$ cat config.mk
export PLATFORM = sky130hd
export DESIGN_NAME = ax_decision_unit
export DESIGN_NICKNAME = d
export VERILOG_FILES = /design/src/rtl/ax_decision_unit_pkg.sv /design/src/rtl/ax_decision_unit_lfsr_multistep.sv /design/src/rtl/ax_decision_unit.sv
export SDC_FILE = /design/constraint.sdc
export NUM_CORES = 1
export LEC_CHECK = 0
export CAP_MARGIN = 25
export CORE_ASPECT_RATIO = 1.75
export CORE_MARGIN = 3
export CORE_UTILIZATION = 45
export CTS_BUF_LIST = sky130_fd_sc_hd__clkbuf_8
export DETAILED_ROUTE_END_ITERATION = 10
export PLACE_DENSITY = 0.67
export REMOVE_ABC_BUFFERS = 1
export SLEW_MARGIN = 20
export SYNTH_ARGS = -nofsm -noshare
export SYNTH_HDL_FRONTEND = slang
export SYNTH_SLANG_ARGS = --single-unit
$ cat constraint.sdc
create_clock -name clk -period 7.6 [get_ports clk]
set_clock_uncertainty 0.05 [all_clocks]
set_input_delay 1.52 -clock clk [delete_from_list [all_inputs] [get_ports clk]]
set_output_delay 1.52 -clock clk [all_outputs]
set_load 0.02 [all_outputs]
$ cat src/rtl/ax_decision_unit_pkg.sv
// Configuration constants, shared types and the maximal-length LFSR tap table
// for the approximation decision unit.
package ax_decision_unit_pkg;

    localparam int CONF_FETCH_WIDTH    = 4;
    localparam int CONF_AX_LEVEL_WIDTH = 5;
    localparam int CONF_LFSR_WIDTH     = 32;
    localparam logic [CONF_LFSR_WIDTH-1:0] CONF_LFSR_SEED = 32'h0000_1010;

    typedef logic [CONF_AX_LEVEL_WIDTH-1:0] AxLevelPath;
    typedef logic [CONF_LFSR_WIDTH-1:0]     LfsrPath;

    typedef struct packed {
        logic valid;
        logic approx;
    } AxDecisionResp;

    localparam int LFSR_MIN_WIDTH = 2;
    localparam int LFSR_MAX_WIDTH = 32;

    // Bit i set means tap on state bit i (polynomial term x^(i+1)); indexed by width.
    localparam logic [LFSR_MAX_WIDTH-1:0] LFSR_TAP_TABLE [0:LFSR_MAX_WIDTH] = '{
        32'h0000_0000, 32'h0000_0000, 32'h0000_0003, 32'h0000_0006,
        32'h0000_000C, 32'h0000_0014, 32'h0000_0030, 32'h0000_0060,
        32'h0000_00B8, 32'h0000_0110, 32'h0000_0240, 32'h0000_0500,
        32'h0000_0829, 32'h0000_100D, 32'h0000_2015, 32'h0000_6000,
        32'h0000_D008, 32'h0001_2000, 32'h0002_0400, 32'h0004_0023,
        32'h0009_0000, 32'h0014_0000, 32'h0030_0000, 32'h0042_0000,
        32'h00E1_0000, 32'h0120_0000, 32'h0200_0023, 32'h0400_0013,
        32'h0900_0000, 32'h1400_0000, 32'h2000_0029, 32'h4800_0000,
        32'h8020_0003
    };

    function automatic logic [LFSR_MAX_WIDTH-1:0] lfsr_tap_mask(input int width);
        if (width >= LFSR_MIN_WIDTH && width <= LFSR_MAX_WIDTH) begin
            return LFSR_TAP_TABLE[width];
        end
        return '0;
    endfunction

endpackage

$ cat src/rtl/ax_decision_unit_lfsr_multistep.sv
// Combinational multi-step Fibonacci LFSR: exposes S_0..S_STEPS and the state
// advanced by 'count' steps, with an all-zero lock-up guard on the next state.
module ax_lfsr_multistep
    import ax_decision_unit_pkg::*;
#(
    parameter int LFSR_WIDTH = CONF_LFSR_WIDTH,
    parameter int STEPS      = CONF_FETCH_WIDTH,
    parameter int CNT_WIDTH  = $clog2(STEPS + 1)
) (
    input  logic [LFSR_WIDTH-1:0]            state,
    input  logic [CNT_WIDTH-1:0]             count,
    output logic [STEPS:0][LFSR_WIDTH-1:0]   samples,
    output logic [LFSR_WIDTH-1:0]            next_state
);

    localparam logic [LFSR_WIDTH-1:0] TAP_MASK = LFSR_WIDTH'(lfsr_tap_mask(LFSR_WIDTH));

    function automatic logic [LFSR_WIDTH-1:0] lfsr_step(input logic [LFSR_WIDTH-1:0] s);
        return {s[LFSR_WIDTH-2:0], ^(s & TAP_MASK)};
    endfunction

    logic [LFSR_WIDTH-1:0] walk;
    logic [LFSR_WIDTH-1:0] selected;

    // NOTE: every variable gets a default at the top of always_comb so no path leaves it unassigned (no latch).
    always_comb begin
        walk     = state;
        selected = state;
        samples  = '0;
        for (int j = 0; j <= STEPS; j++) begin
            samples[j] = walk;
            if (count == CNT_WIDTH'(j)) begin
                selected = walk;
            end
            walk = lfsr_step(walk);
        end
        next_state = (selected == '0) ? LFSR_WIDTH'(1) : selected;
    end

endmodule

$ cat src/rtl/ax_decision_unit.sv
// Approximation decision unit: AX level register, multi-lane LFSR sampling and
// registered per-lane decisions. Optional statistics counters: RSD_AX_DECISION_STAT_EN.
module ax_decision_unit
    import ax_decision_unit_pkg::*;
#(
    parameter int REQ_WIDTH      = CONF_FETCH_WIDTH,
    parameter int AX_LEVEL_WIDTH = CONF_AX_LEVEL_WIDTH,
    parameter int LFSR_WIDTH     = CONF_LFSR_WIDTH,
    parameter logic [LFSR_WIDTH-1:0] LFSR_SEED = LFSR_WIDTH'(CONF_LFSR_SEED)
) (
    input  logic                      clk,
    input  logic                      rst,
    input  logic                      stall,
    input  logic                      flush,
    input  logic                      levelWe,
    input  logic [AX_LEVEL_WIDTH-1:0] levelIn,
    input  logic                      reseed,
    input  logic [REQ_WIDTH-1:0]      reqValid,
    output logic [REQ_WIDTH-1:0]      respValid,
    output logic [REQ_WIDTH-1:0]      respApprox,
    output logic [AX_LEVEL_WIDTH-1:0] axLevel
`ifdef RSD_AX_DECISION_STAT_EN
    ,
    output logic [31:0]               statReqCount,
    output logic [31:0]               statApproxCount
`endif
);

    localparam int CNT_WIDTH = $clog2(REQ_WIDTH + 1);

    if (LFSR_WIDTH <= AX_LEVEL_WIDTH || LFSR_WIDTH > LFSR_MAX_WIDTH
        || LFSR_WIDTH < LFSR_MIN_WIDTH) begin : g_bad_lfsr_width
        $error("ax_decision_unit: LFSR_WIDTH must exceed AX_LEVEL_WIDTH and lie in the tap table");
    end

    logic [LFSR_WIDTH-1:0]             lfsr_q, lfsr_d;
    logic [AX_LEVEL_WIDTH-1:0]         ax_level_q, ax_level_d;
    AxDecisionResp [REQ_WIDTH-1:0]     resp_q, resp_d;

    logic [CNT_WIDTH-1:0]              req_count;
    logic [CNT_WIDTH-1:0]              lane_rank;
    logic [REQ_WIDTH-1:0]              lane_approx;
    logic [REQ_WIDTH:0][LFSR_WIDTH-1:0] samples;
    logic [LFSR_WIDTH-1:0]             advanced_state;

    ax_lfsr_multistep #(
        .LFSR_WIDTH (LFSR_WIDTH),
        .STEPS      (REQ_WIDTH),
        .CNT_WIDTH  (CNT_WIDTH)
    ) u_lfsr_multistep (
        .state      (lfsr_q),
        .count      (req_count),
        .samples    (samples),
        .next_state (advanced_state)
    );

    // The j-th valid lane (ascending) consumes sample S_j.
    always_comb begin
        req_count   = CNT_WIDTH'($countones(reqValid));
        lane_rank   = '0;
        lane_approx = '0;
        for (int i = 0; i < REQ_WIDTH; i++) begin
            if (reqValid[i]) begin
                lane_approx[i] = (samples[lane_rank][AX_LEVEL_WIDTH-1:0] < ax_level_q);
                lane_rank      = lane_rank + CNT_WIDTH'(1);
            end
        end
    end

    always_comb begin
        lfsr_d     = lfsr_q;
        ax_level_d = ax_level_q;
        resp_d     = resp_q;
        if (!stall) begin
            lfsr_d = reseed ? LFSR_SEED : advanced_state;
            if (levelWe) begin
                ax_level_d = levelIn;
            end
            for (int i = 0; i < REQ_WIDTH; i++) begin
                resp_d[i].valid  = reqValid[i];
                resp_d[i].approx = lane_approx[i];
            end
        end
        if (flush) begin
            resp_d = '0;
        end
    end

    // NOTE: sequential state uses non-blocking assignments so every flop samples pre-edge values.
    always_ff @(posedge clk or posedge rst) begin
        if (rst) begin
            lfsr_q     <= LFSR_SEED;
            ax_level_q <= '0;
            resp_q     <= '0;
        end else begin
            lfsr_q     <= lfsr_d;
            ax_level_q <= ax_level_d;
            resp_q     <= resp_d;
        end
    end

    always_comb begin
        respValid  = '0;
        respApprox = '0;
        for (int i = 0; i < REQ_WIDTH; i++) begin
            respValid[i]  = resp_q[i].valid;
            respApprox[i] = resp_q[i].approx;
        end
        axLevel = ax_level_q;
    end

    // Upper sample bits and S_REQ_WIDTH only feed the state chain; not consumed here.
    logic unused_sample_bits;
    assign unused_sample_bits = ^samples;

`ifdef RSD_AX_DECISION_STAT_EN
    logic [31:0] stat_req_q, stat_req_d;
    logic [31:0] stat_approx_q, stat_approx_d;

    function automatic logic [31:0] sat_add(input logic [31:0] acc, input logic [CNT_WIDTH-1:0] inc);
        logic [32:0] sum;
        sum = {1'b0, acc} + 33'(inc);
        return sum[32] ? 32'hFFFF_FFFF : sum[31:0];
    endfunction

    // Only responses that actually land in the output register are counted.
    always_comb begin
        stat_req_d    = stat_req_q;
        stat_approx_d = stat_approx_q;
        if (!stall && !flush) begin
            stat_req_d    = sat_add(stat_req_q, req_count);
            stat_approx_d = sat_add(stat_approx_q, CNT_WIDTH'($countones(lane_approx)));
        end
    end

    always_ff @(posedge clk or posedge rst) begin
        if (rst) begin
            stat_req_q    <= '0;
            stat_approx_q <= '0;
        end else begin
            stat_req_q    <= stat_req_d;
            stat_approx_q <= stat_approx_d;
        end
    end

    assign statReqCount    = stat_req_q;
    assign statApproxCount = stat_approx_q;
`endif

    a_approx_implies_valid: assert property (@(posedge clk) disable iff (rst)
        (respApprox & ~respValid) == '0);
    a_lfsr_never_zero: assert property (@(posedge clk) disable iff (rst)
        lfsr_q != '0);

endmodule

Word level (Yosys, flattened, before mapping)
Cells that the tools add are included.
{ "totals": {"reg_bits": 45, "out_inout_bits": 13, "elab_cells": 55} }
{ "op_classes": {"add_sub_neg": 5, "n_lt_le_gt_ge": 7, "n_eq_ne": 5, "mux": 21, "bitwise": 1, "reduce_logical": 6} }
{ "op_table": {"columns": ["operator", "count"], "rows": [
  ["$bmux 32 s3", 3],
  ["$mux 32", 6],
  ["$reduce_xor 32->1", 4],
  ["$logic_not 32->1", 1],
  ["$lt 5x5->1", 4],
  ["$mux 8", 2],
  ["$mux 5", 3],
  ["$lt 3x4->1 const B", 3],
  ["$add 3x1->3 const B", 2],
  ["$eq 3x2->1 const B", 2],
  ["$mux 3", 2],
  ["$mux 1", 5],
  ["$add 1x1->2", 2],
  ["$add 2x2->3", 1],
  ["$eq 3x1->1 const B", 1],
  ["$eq 3x3->1 const B", 1],
  ["$ne 2x1->1 const B", 1],
  ["$reduce_and 2->1", 1],
  ["$not 1->1", 1]
]} }

Logic depth before layout (Yosys ltp)
Gate-level depths: netlist (run 1).
{ "depth": {"word_depth": 11, "ltp_mapped": 17, "mapped_depth_nobuf": 13} }

Hierarchy
Synthesis (run 1) repeated with hierarchy kept, for this count alone.
{ "unflattened": {"hier_cells": 677, "hier_area_um2": 5544.1} }
{ "by_module_without_submodules": {"columns": ["mod", "instances", "cells_each", "area_each_um2", "seq_area_each_um2"], "rows": [
  ["ax_lfsr_multistep", 1, 431, 2904.0, 0.0],
  ["ax_decision_unit", 1, 246, 2640.0, 1128.6]
]} }

Worst setup path after synthesis (run 1)
Ideal clock, no wire load.
{ "synth_timing": {"path_kind": "input to register", "from": "input port reqValid[0]", "to": "register lfsr_q[0]", "setup_time_ns": 0.080, "arrival_time_ns": 4.781, "slack_ns": 2.689, "stages": 16, "n_path_buf": 4, "cell_sequence": "clkbuf_1 inv_1 fa_1 inv_1 ha_1 ha_1 buf_2 buf_2 clkbuf_1 mux2_2 a32o_1 a221oi_1 nand2_1 nor3_1 nand4_1 o211ai_2"} }
{ "synth_via": {"elab_chain_len": 10, "elab_cells_between_ends": 13, "cone_classes": "add/sub: 2; eq/ne: 4; mux: 6; reduce/logical: 1"} }
{ "synth_lines": {"columns": ["item", "line", "rtl"], "rows": [
  ["start, declared", "ax_decision_unit.sv:18", "input logic [REQ_WIDTH-1:0] reqValid,"],
  ["$add 1x1->2 (not written as such) (*)", "ax_decision_unit.sv:59", "req_count = CNT_WIDTH'($countones(reqValid));"],
  ["$add 2x2->3 (not written as such) (*)", "ax_decision_unit.sv:59", null],
  ["$eq 3x1->1", "ax_decision_unit_lfsr_multistep.sv:32", "if (count == CNT_WIDTH'(j)) begin"],
  ["$mux 32 (3 in series)", "ax_decision_unit_lfsr_multistep.sv:32", null],
  ["$mux 32 (*)", "ax_decision_unit_lfsr_multistep.sv:32", null],
  ["$logic_not 32->1", "ax_decision_unit_lfsr_multistep.sv:37", "next_state = (selected == '0) ? LFSR_WIDTH'(1) : selected;"],
  ["$mux 32 (*)", "ax_decision_unit_lfsr_multistep.sv:37", null],
  ["$mux 32 (*)", "ax_decision_unit.sv:75", "lfsr_d = reseed ? LFSR_SEED : advanced_state;"],
  ["end signal, assigned", "ax_decision_unit.sv:96", "lfsr_q <= lfsr_d;"],
  ["end, declared", "ax_decision_unit.sv:36", "logic [LFSR_WIDTH-1:0] lfsr_q, lfsr_d;"]
]} }
Every way passes the cells marked *; elsewhere a longest branch is shown, timed or not.
A chain may end at the register's enable or synchronous reset.

Final worst setup path (run 1)
{ "layout_timing": {"from": "input port reqValid[0]", "to": "register resp_q (netlist bit respApprox[3])"} }
{ "layout_via": {"elab_chain_len": 11} }
{ "layout_lines": {"columns": ["item", "line", "rtl"], "rows": [
  ["$mux 1 (*)", "ax_decision_unit.sv:63", "if (reqValid[i]) begin"],
  ["$add 3x1->3", "ax_decision_unit.sv:65", "lane_rank = lane_rank + CNT_WIDTH'(1);"],
  ["$mux 3 (*)", "ax_decision_unit.sv:63", null],
  ["$add 3x1->3", "ax_decision_unit.sv:65", null],
  ["$mux 3 (*)", "ax_decision_unit.sv:63", null],
  ["$bmux 32 s3 (*)", "ax_decision_unit.sv:64", "lane_approx[i] = (samples[lane_rank][AX_LEVEL_WIDTH-1:0] < ax_level_q);"],
  ["$mux 5 (not written as such) (*)", "ax_decision_unit.sv:64", null],
  ["$lt 5x5->1 (*)", "ax_decision_unit.sv:64", null],
  ["$mux 1 (*)", "ax_decision_unit.sv:63", null],
  ["$mux 8 (*)", "ax_decision_unit.sv:74", "if (!stall) begin"],
  ["$mux 8 (*)", "ax_decision_unit.sv:84", "if (flush) begin"],
  ["end signal, assigned", "ax_decision_unit.sv:98", "resp_q <= resp_d;"],
  ["end, declared", "ax_decision_unit.sv:38", "AxDecisionResp [REQ_WIDTH-1:0] resp_q, resp_d;"]
]} }
Every way passes the cells marked *; elsewhere a longest branch is shown, timed or not. The select of a mux whose other input is x is not followed.

==> reports/qor.txt, run 1 <==
clock root buffer - clkbuf_8
outcome - complete, no violations
RSZ-0062 raised after global routing - no
Layout area overhead - 9.03%
fillers - 896
Crit path required time - 7.78 ns
gr ovfl total - 0
antenna violation net count after detailed routing - 0
setup TNS - 0 ns
asr flop ratio synth - 1.00
Die W - 79.0 µm
clock sink count - 45
vias per cell - 6.48
register area share after synthesis - 0.269
Reg clk slew, reported paths - 0.09 ns
Die H - 134 µm
Worst VDD drop - 0.000149 V
area taken by multi-input logic gates - 2790 µm²
ys flop type - dfrtp_1
largest net degree at the start of global routing - 53
Longest Clk Path Bufs - 2
post-synthesis register bit count - 45
Post-CTS Hold Buffers - 0
most frequent cell after synthesis - nand2_1
synth unique cells - 66
number of synthesized flops with an enable pin - 0
htree depth - 2
core area - 9090 µm²
Port-buffer cells - 27
register area - 1130 µm²
Mapped Area - 4200 µm²
CP Capture Type - flip-flop
Initial DRC Count - 386
WL final - 12600 µm
Hold WS - 0.479 ns
first-pass GRT wire length - 20500 µm
Slew Viols, Final - 0
Crit Path Category - in2reg
post-synth top area cell - dfrtp_1
Clock Latency Late Sink - 0.31 ns
LEAKAGE - 1.91 nW
ANT cells - 0
GRT Overall Usage - 0.246
post-CTS resize count - 0
Power Total - 0.00131 W
num ports - 28
Syn Inst Count - 496
Arrival @ worst endpoint - 6.12 ns
share of the synthesized area in the top cell type - 0.256
HPWL Detailed - 8830 µm
fin nets - 524
Yosys Warn Count - 0
final worst path period need - 5.93 ns
starting density of the core - 0.462
max-cap violation count - 0
CP max FO - 13
worst min path class - reg2reg
wire per inst - 20.7 µm
startpoint types - input port
Post-CTS Setup Repair Bufs - 0
final setup violation count - 0
# DRC - 0
FMAX - 0.169 GHz
Worst-Margin Slew - 1.01 ns
proportion of layout cells with a drive suffix above 1 - 0.0920
Num CTS Buffers - 5
Worst slew margin - 0.329
synth top area cells - dfrtp_1 (26%), ha_1 (6.0%), mux2i_1 (6.0%)
Cell Rows - 46
global placer's final weighted congestion - 0.889
final worst-path cycle share - 0.781
worst reg-to-reg setup slack - 3.62 ns
P per Cell Area - 286 nW/µm²
Via Count - 3948
Mean Syn Cell Area - 8.47 µm²
TritonCTS clock tree - yes
1st-pass router iterations - 5
Die Footprint - 10600 µm²
vias in the first global route - 3975
Post-synth top cells - nand2_1 (60), dfrtp_1 (43), o21ai_0 (43), clkbuf_1 (32), nor2_1 (31)
antenna violations before repair - 0
Final Hold Viols - 0
[area by class of cell]
class	instances	share of cell area
clock buffer	6	0.0180
timing repair buffer	32	0.0705
inverter	18	0.0148
multi-input combinational	386	0.610
sequential	45	0.247
tap	120	0.0328
clock inverter	2	0.00738
[through the flow]
| stage | worst slack, ns | utilization | cells | cell area, µm² |
|---|---|---|---|---|
| final | 1.67 | 0.503 | 609 | 4580 |
| after detailed placement | 1.42 | 0.488 | 600 | 4430 |
| after global routing | 1.35 | 0.503 | 609 | 4580 |
| after CTS | 1.74 | 0.500 | 608 | 4550 |
| after global placement | 1.52 | 0.488 | 600 | 4430 |
| after floorplan | 2.09 | - | 449 | 3990 |
[per-layer routing]
metal	global-route usage	up-vias	wire length [µm]
met2	0.414	167	6440
met5	0	-	0
li1	-	1833	-
met4	0.189	0	950
met3	0.0249	61	471
met1	0.279	1887	4730
[state kept, by name (all words and copies together) (netlist names)]
signal,cells
axLevel,5
lfsr_q,32
respApprox,4
respValid,4
[worst paths after layout]
path,start,end,depth (start not counted)
max in group asynchronous,rst,lfsr_q[12]$_DFFE_PP1N_,3
min in group asynchronous,rst,axLevel[2]$_DFFE_PP0P_,2
worst max-delay path,reqValid[0],respApprox[3]$_DFFE_PP0P_,14
worst min register to register,respValid[2]$_DFFE_PP0P_,respValid[2]$_DFFE_PP0P_,2
worst max register to register,lfsr_q[1]$_DFFE_PP0N_,respApprox[3]$_DFFE_PP0P_,11
worst min-delay path,respValid[2]$_DFFE_PP0P_,respValid[2]$_DFFE_PP0P_,2
[critical path, cell delays in order]
cell             delay, ns
clkdlybuf4s50_1       0.68
inv_1                 0.14
ha_1                  0.65
xor2_1                0.77
nand2_1               0.15
xnor2_1               0.18
o21ai_0               0.28
o22ai_1               0.14
ha_1                  0.32
a21o_1                0.16
a21o_1                0.17
a2111oi_0             0.59
o211ai_1              0.17
o21ai_0               0.19
[cell usage in the layout, fill, tap and decap left out, types with 6 or more instances in the layout]
master / n
ha_1: 19
a22o_1: 10
xnor2_1: 7
nor3_1: 6
inv_1: 17
a21oi_1: 20
dfrtp_1: 43
mux2_2: 16
o21ai_0: 43
nand2_1: 60
nand2b_1: 8
clkdlybuf4s50_1: 26
nor3b_1: 6
mux2i_1: 25
o22ai_1: 10
o221ai_1: 13
xor2_1: 6
nor2b_1: 11
clkbuf_8: 6
nor2_1: 31
a22oi_1: 12
[power by group]
| part | switching [W] | total [W] | internal (W) |
|---|---|---|---|
| clock network | 0.0000874 | 0.000193 | 0.000106 |
| registers | 0.000105 | 0.000389 | 0.000284 |
| logic | 0.000405 | 0.000727 | 0.000322 |
[cells by family after synthesis]
family,after synthesis,synth area share
buffers and inverters,65,0.0667
multiplexers,49,0.136
AND/OR/NAND/NOR,143,0.160
flip-flops,45,0.269
AO/OA/AOI/OAI,157,0.260
XOR/XNOR,16,0.0441
adder cells (fa/ha/maj),21,0.0644
(Power assumes the default switching activity.)
==> run 2, diff against run 1 <==
--- a/config.mk
+++ b/config.mk
@@ -11,7 +11,7 @@
 export CORE_UTILIZATION = 45
 export CTS_BUF_LIST = sky130_fd_sc_hd__clkbuf_8
 export DETAILED_ROUTE_END_ITERATION = 10
-export PLACE_DENSITY = 0.67
+export PLACE_DENSITY = 0.69
 export REMOVE_ABC_BUFFERS = 1
 export SLEW_MARGIN = 20
 export SYNTH_ARGS = -nofsm -noshare
==> constraint.sdc (replaced) <==
create_clock -name clk -period 4.89 [get_ports clk]
set_clock_uncertainty 0.05 [all_clocks]
set_input_delay 0.978 -clock clk [delete_from_list [all_inputs] [get_ports clk]]
set_output_delay 0.978 -clock clk [all_outputs]
set_load 0.02 [all_outputs]
==> run 2 against run 1 <==
  * Via count grew 4.0%
  * Sequential share of layout area shrank 0.59 points
  * Count of clock-buffer cells in the layout shrank 1
  * Cell count grew 3.3%
  * Combinational power grew 65%
  * Non-clock buffer count grew 21
  * Clock power grew 18%
  * Critical endpoint is now lfsr_q[0]$_DFFE_PP0N_
==> reports/qor.txt, run 2 (synthesis results as in run 1) <==
outcome - complete, no violations
WL final - 13300 µm (+5.7%)
LEAKAGE - 1.99 nW (+4.3%)
Reg clk slew, reported paths - 0.09 ns (about the same)
final worst-path cycle share - 0.937
GRT Overall Usage - 0.260 (+0.0141)
Clk pwr share - 0.113 (-0.035)
Crit path required time - 5.08 ns (-2.70 ns)
Port-buffer cells - 27 (unchanged)
post-CTS resize count - 0 (unchanged)
TritonCTS clock tree - yes
1st-pass router iterations - 5 (unchanged)
first-pass GRT wire length - 21500 µm (+4.8%)
Longest Clk Path Bufs - 2 (unchanged)
Cell Rows - 46 (unchanged)
HPWL Detailed - 9690 µm (+9.8%)
final setup violation count - 0 (unchanged)
htree depth - 2 (unchanged)
antenna violations before repair - 0 (unchanged)
starting density of the core - 0.462 (unchanged)
# placed instances - 621 (+3.5%)
largest net degree at the start of global routing - 46 (-13%)
switching power - 0.000949 W (+59%)
gr ovfl total - 0 (unchanged)
global placer's final weighted congestion - 0.906 (+1.9%)
ANT cells - 0 (unchanged)
Num CTS Buffers - 5 (unchanged)
RSZ-0062 raised after global routing - no
startpoint types - input port
Crit Path Category - in2reg
commonest non-fill, non-tap cell in the layout - nand2_1
Arrival @ worst endpoint - 4.77 ns (-1.35 ns)
Layout area overhead - 11.7%
antenna violation net count after detailed routing - 0 (unchanged)
CP max FO - 19 (+6)
Switching Share - 0.470 (+0.0136)
FMAX - 0.218 GHz
proportion of layout cells with a drive suffix above 1 - 0.128 (+0.0357)
P_int - 0.00107 W (+50%)
core area - 9090 µm² (unchanged)
Worst VDD drop - 0.000203 V (+36%)
post-route insts no fill - 629 (+3.3%)
Largest Register - lfsr_q
# DRC - 0 (unchanged)
Post-CTS Hold Buffers - 0 (unchanged)
fin nets - 545 (+4.0%)
number of flip-flops in the largest register - 32 (unchanged)
Hold WS - 0.486 ns (+0.00750 ns)
post-placement cell area - 4590 µm² (+3.6%)
final worst path period need - 4.58 ns
Worst Slack Setup Final - 0.306 ns (-1.36 ns)
Slew Viols, Final - 0 (unchanged)
wire per inst - 21.2 µm (+2.4%)
commonest non-fill, non-tap cells in the layout - nand2_1 (60), o21ai_0 (43), dfrtp_1 (43), nor2_1 (31), clkdlybuf4s50_1 (26)
max-cap violation count - 0 (unchanged)
Clock Latency Late Sink - 0.31 ns (about the same)
Worst-Margin Slew - 1.01 ns (-0.00107 ns)
Post-Place Setup Slack - 0.00303 ns (-1.42 ns)
clock root buffer - clkbuf_8
combinational share of power - 0.597 (+0.042)
Post-CTS Setup Repair Bufs - 0 (unchanged)
vias in the first global route - 4115 (+3.5%)
Die H - 134 µm (unchanged)
Worst slew margin - 0.327 (-0.00176)
Finished Core Util - 0.516 (+0.0122)
Via Count - 4106 (+4.0%)
register share of total power - 0.290 (-0.007)
Initial DRC Count - 399 (+3.4%)
Final Hold Viols - 0 (unchanged)
CP Capture Type - flip-flop
clock sink count - 45 (unchanged)
fin area - 4690 µm² (+2.4%)
P per Cell Area - 431 nW/µm² (+51%)
Die W - 79.0 µm (unchanged)
worst min path class - reg2reg
vias per cell - 6.53 (+0.70%)
num ports - 28 (unchanged)
Die Footprint - 10600 µm² (unchanged)
## run 2: cell count changes in the layout (fill, tap and decap cells not counted), sizes merged
| cell | previous run | this run |
|---|---|---|
| clkinv | 1 | 2 |
| buf | 6 | 27 |
| clkbuf | 6 | 5 |
| bufinv | 1 | 0 |
## run 2: final timing paths
path                                               start                         to  slack, ns  depth (start not counted)
worst max-delay path                         reqValid[1]      lfsr_q[0]$_DFFE_PP0N_       0.31                         13
worst min-delay path            respValid[0]$_DFFE_PP0P_   respValid[0]$_DFFE_PP0P_       0.49                          2
worst max register to register    lfsr_q[21]$_DFFE_PP0N_  respApprox[3]$_DFFE_PP0P_       1.18                         11
worst min register to register  respValid[0]$_DFFE_PP0P_   respValid[0]$_DFFE_PP0P_       0.49                          2
max in group asynchronous                            rst     lfsr_q[12]$_DFFE_PP1N_       3.35                          3
min in group asynchronous                            rst      lfsr_q[9]$_DFFE_PP0N_       0.89                          2
## run 2: final cells by class
| cell class | count | area (µm²) |
|---|---|---|
| inverters | 18 | 67.6 |
| clock inverters | 2 | 8.76 |
| multi-input cells | 386 | 2790 |
| well taps | 120 | 150 |
| repair buffers | 53 | 473 |
| flip-flops and latches | 45 | 1130 |
| fillers | 923 | 4400 |
| clock buffers | 5 | 68.8 |
## run 2: metrics by stage
| stage | total power (W) | setup TNS, ns |
|---|---|---|
| floorplan | 0.00138 | -0.0822 |
| global placement | 0.00174 | 0 |
| detailed placement | 0.00176 | 0 |
| CTS | 0.00201 | 0 |
| global route | 0.00217 | 0 |
| finish | 0.00202 | 0 |
## run 2: power groups by stage
stage / Combinational, W / Clock, W / Sequential (W)
after floorplan: 0.000817 / 0 / 0.000562
after global placement: 0.00115 / 0 / 0.000587
after detailed placement: 0.00117 / 0 / 0.000590
after CTS: 0.00118 / 0.000242 / 0.000582
after global routing: 0.00132 / 0.000250 / 0.000601
final: 0.00120 / 0.000228 / 0.000587
## run 2: metal layers
metal | part of all wire | up-vias | routed length, µm | track usage
li1 | - | 1867 | - | -
met4 | 0.067 | 0 | 895 | 0.187
met1 | 0.37 | 2002 | 4860 | 0.281
met2 | 0.53 | 172 | 7010 | 0.455
met3 | 0.041 | 65 | 540 | 0.0323
met5 | 0 | - | 0 | 0
## run 2: critical path, stage by stage
cell and delay, ns:
clkdlybuf4s50_1 0.50, inv_1 0.09, fa_1 0.51, inv_1 0.04, ha_1 0.17, ha_2 0.59, or2_1 0.39, mux2i_1 0.28
a222oi_1 0.16, or4_1 0.51, nor4_1 0.20, nand4_1 0.16, o211ai_2 0.18
==> run 3, diff against run 2 <==
--- a/config.mk
+++ b/config.mk
@@ -7,12 +7,13 @@
 export LEC_CHECK = 0
 export CAP_MARGIN = 25
 export CORE_ASPECT_RATIO = 1.75
-export CORE_MARGIN = 3
+export CORE_MARGIN = 10
 export CORE_UTILIZATION = 45
 export CTS_BUF_LIST = sky130_fd_sc_hd__clkbuf_8
 export DETAILED_ROUTE_END_ITERATION = 10
 export PLACE_DENSITY = 0.69
 export REMOVE_ABC_BUFFERS = 1
+export SETUP_SLACK_MARGIN = 0.02
 export SLEW_MARGIN = 20
 export SYNTH_ARGS = -nofsm -noshare
 export SYNTH_HDL_FRONTEND = slang
==> run 3 against run 2 <==
  * Core utilization rose by 0.36 points
  * Cell count rose by 0.64%
  * Non-clock buffer count rose by 3
  * Count of clock-buffer cells in the layout did not move
  * Sequential share of layout area fell by 0.17 points
  * Sequential cell count did not move
  * Worst setup slack got worse by 0.056 ns
  * First-iteration DRC count fell by 14%
  * Clock power rose by 11%
  * Wire length fell by 0.62%
  * Register-to-register slack improved by 0.06 ns
  * Final area rose by 0.69%
  * Largest power group unchanged
==> reports/qor.txt, run 3 (synthesis results as in run 1) <==
Die H - 148 µm (+10%)
FF-to-FF End - respApprox[3]$_DFFE_PP0P_
FMAX - 0.216 GHz (-1.2%)
Clock Latency Late Sink - 0.33 ns (+0.02 ns)
Worst VDD drop - 0.000281 V (+38%)
worst min path class - reg2reg
largest net degree at the start of global routing - 46 (unchanged)
Final Hold Viols - 0 (unchanged)
fillers - 903 (-2.2%)
ANT cells - 0 (unchanged)
Post-CTS Setup Repair Bufs - 0 (unchanged)
Die Footprint - 13700 µm² (+30%)
clock sink count - 45 (unchanged)
Slew Viols, Final - 0 (unchanged)
Cell Rows - 46 (unchanged)
register area - 1130 µm² (unchanged)
delay-heaviest family, CP - adder cells
HPWL Detailed - 9780 µm (+0.87%)
fin nets - 548 (+0.55%)
Largest Register - lfsr_q
HP Start - lfsr_q[12]$_DFFE_PP1N_
WL final - 13200 µm (-0.62%)
number of flip-flops in the largest register - 32 (unchanged)
Via Count - 4107 (+0.024%)
clock root buffer - clkbuf_8
final worst-path cycle share - 0.949 (+0.0114)
# DRC - 0 (unchanged)
Die W - 93.0 µm (+18%)
Worst slew margin - 0.378 (+0.0509)
Longest Clk Path Bufs - 2 (unchanged)
Layout area overhead - 12.5%
core area - 9090 µm² (unchanged)
Post-CTS Hold Buffers - 0 (unchanged)
Reg2Reg Depth - 11 (unchanged)
startpoint types - input port
reg2reg start - lfsr_q[1]$_DFFE_PP0N_
worst reg-to-reg setup slack - 1.24 ns (+0.06 ns)
gr ovfl total - 0 (unchanged)
Crit path required time - 5.09 ns (about the same)
vias per cell - 6.49 (-0.61%)
vias in the first global route - 4101 (-0.34%)
starting density of the core - 0.462 (unchanged)
antenna violation net count after detailed routing - 0 (unchanged)
1st-pass router iterations - 7 (+2)
RSZ-0062 raised after global routing - no
antenna violations before repair - 0 (unchanged)
Arrival @ worst endpoint - 4.84 ns (+0.07 ns)
slowest stage delay, CP - 0.52 ns (-0.07 ns)
LEAKAGE - 2.00 nW (+0.54%)
area taken by multi-input logic gates - 2790 µm² (unchanged)
GRT Overall Usage - 0.194 (-0.0654)
# placed instances - 625 (+0.64%)
Initial DRC Count - 342 (-14%)
global placer's final weighted congestion - 0.971 (+7.1%)
proportion of layout cells with a drive suffix above 1 - 0.136 (+0.00875)
Num CTS Buffers - 5 (unchanged)
slowest CP cell - ha_2
commonest non-fill, non-tap cell in the layout - nand2_1
Worst-Margin Slew - 0.930 ns (-0.0761 ns)
final setup violation count - 0 (unchanged)
first-pass GRT wire length - 21500 µm (+0.23%)
Hold Path Depth - 2 (unchanged)
Worst Hold End - lfsr_q[12]$_DFFE_PP1N_
Reg clk slew, reported paths - 0.10 ns (about the same)
TritonCTS clock tree - yes
final worst path period need - 4.64 ns (+0.0557 ns)
post-CTS resize count - 0 (unchanged)
Power Total - 0.00205 W (+1.8%)
Buf/Inv on CP - 3 (unchanged)
wire per inst - 20.9 µm (-1.3%)
outcome - complete, no violations
max-cap violation count - 0 (unchanged)
CP max FO - 14 (-5)
Crit Path Category - in2reg
post-route insts no fill - 633 (+0.64%)
Port-buffer cells - 27 (unchanged)
htree depth - 2 (unchanged)
num ports - 28 (unchanged)
commonest non-fill, non-tap cells in the layout - nand2_1 (60), o21ai_0 (43), dfrtp_1 (43), nor2_1 (31), buf_4 (28)
P per Cell Area - 435 nW/µm² (+1.1%)
CP Capture Type - flip-flop
critical path, cell by cell - clkdlybuf4s50_1 -> inv_1 -> fa_1 -> inv_1 -> ha_1 -> ha_2 -> or2_1 -> mux2_4 -> a222oi_1 -> nand4_1 -> nor4_1 -> nand4_1 -> o211ai_2
-- run 3: how the worst max path moves through the flow --
stage | to | depth (start not counted) | start
floorplan | lfsr_q[0]$_DFFE_PP0N_ | 12 | reqValid[0]
global placement | lfsr_q[0]$_DFFE_PP0N_ | 13 | reqValid[1]
detailed placement | lfsr_q[0]$_DFFE_PP0N_ | 13 | reqValid[1]
CTS | lfsr_q[0]$_DFFE_PP0N_ | 13 | reqValid[1]
global route | lfsr_q[0]$_DFFE_PP0N_ | 13 | reqValid[1]
finish | lfsr_q[0]$_DFFE_PP0N_ | 13 | reqValid[1]
-- run 3: layer usage --
metal | vias up | track usage | share of wire
met4 | 0 | 0.136 | 0.065
met1 | 1975 | 0.201 | 0.36
li1 | 1879 | - | -
met2 | 189 | 0.344 | 0.53
met5 | - | 0 | 0
met3 | 64 | 0.0309 | 0.043
-- run 3: through the flow --
stage	hold WS, ns	setup TNS, ns	worst slack, ns	instance area, µm²	utilization
floorplan	0.435	-0.0822	-0.0822	3990	-
CTS	0.480	0	0.300	4720	0.519
finish	0.484	0	0.250	4720	0.519
global route	0.514	0	0.144	4720	0.519
global placement	0.458	0	0.101	4630	0.510
detailed placement	0.462	-0.0698	-0.0698	4630	0.510
-- run 3: worst reg2reg max path, stage by stage (launching register included) --
cell	delay (ns)
dfrtp_1	0.82
xor3_1	0.52
nand2_1	0.12
xnor2_1	0.16
o21ai_0	0.20
o22ai_1	0.11
ha_1	0.31
a21o_1	0.17
a21o_1	0.17
a2111oi_0	0.58
o211ai_1	0.16
o21ai_0	0.19
-- run 3: final cells by class --
| type | count | area share |
|---|---|---|
| clock buffer | 5 | 0.0146 |
| clock inverter | 3 | 0.00371 |
| tap | 120 | 0.0318 |
| inverter | 18 | 0.0146 |
| timing repair buffer | 56 | 0.105 |
| multi-input combinational | 386 | 0.591 |
| sequential | 45 | 0.239 |
-- run 3: power breakdown --
group	internal, W	switching, W	total [W]
clock	0.0000992	0.000154	0.000253
combinational	0.000551	0.000648	0.00120
sequential	0.000441	0.000162	0.000603
total	0.00109	0.000964	0.00205
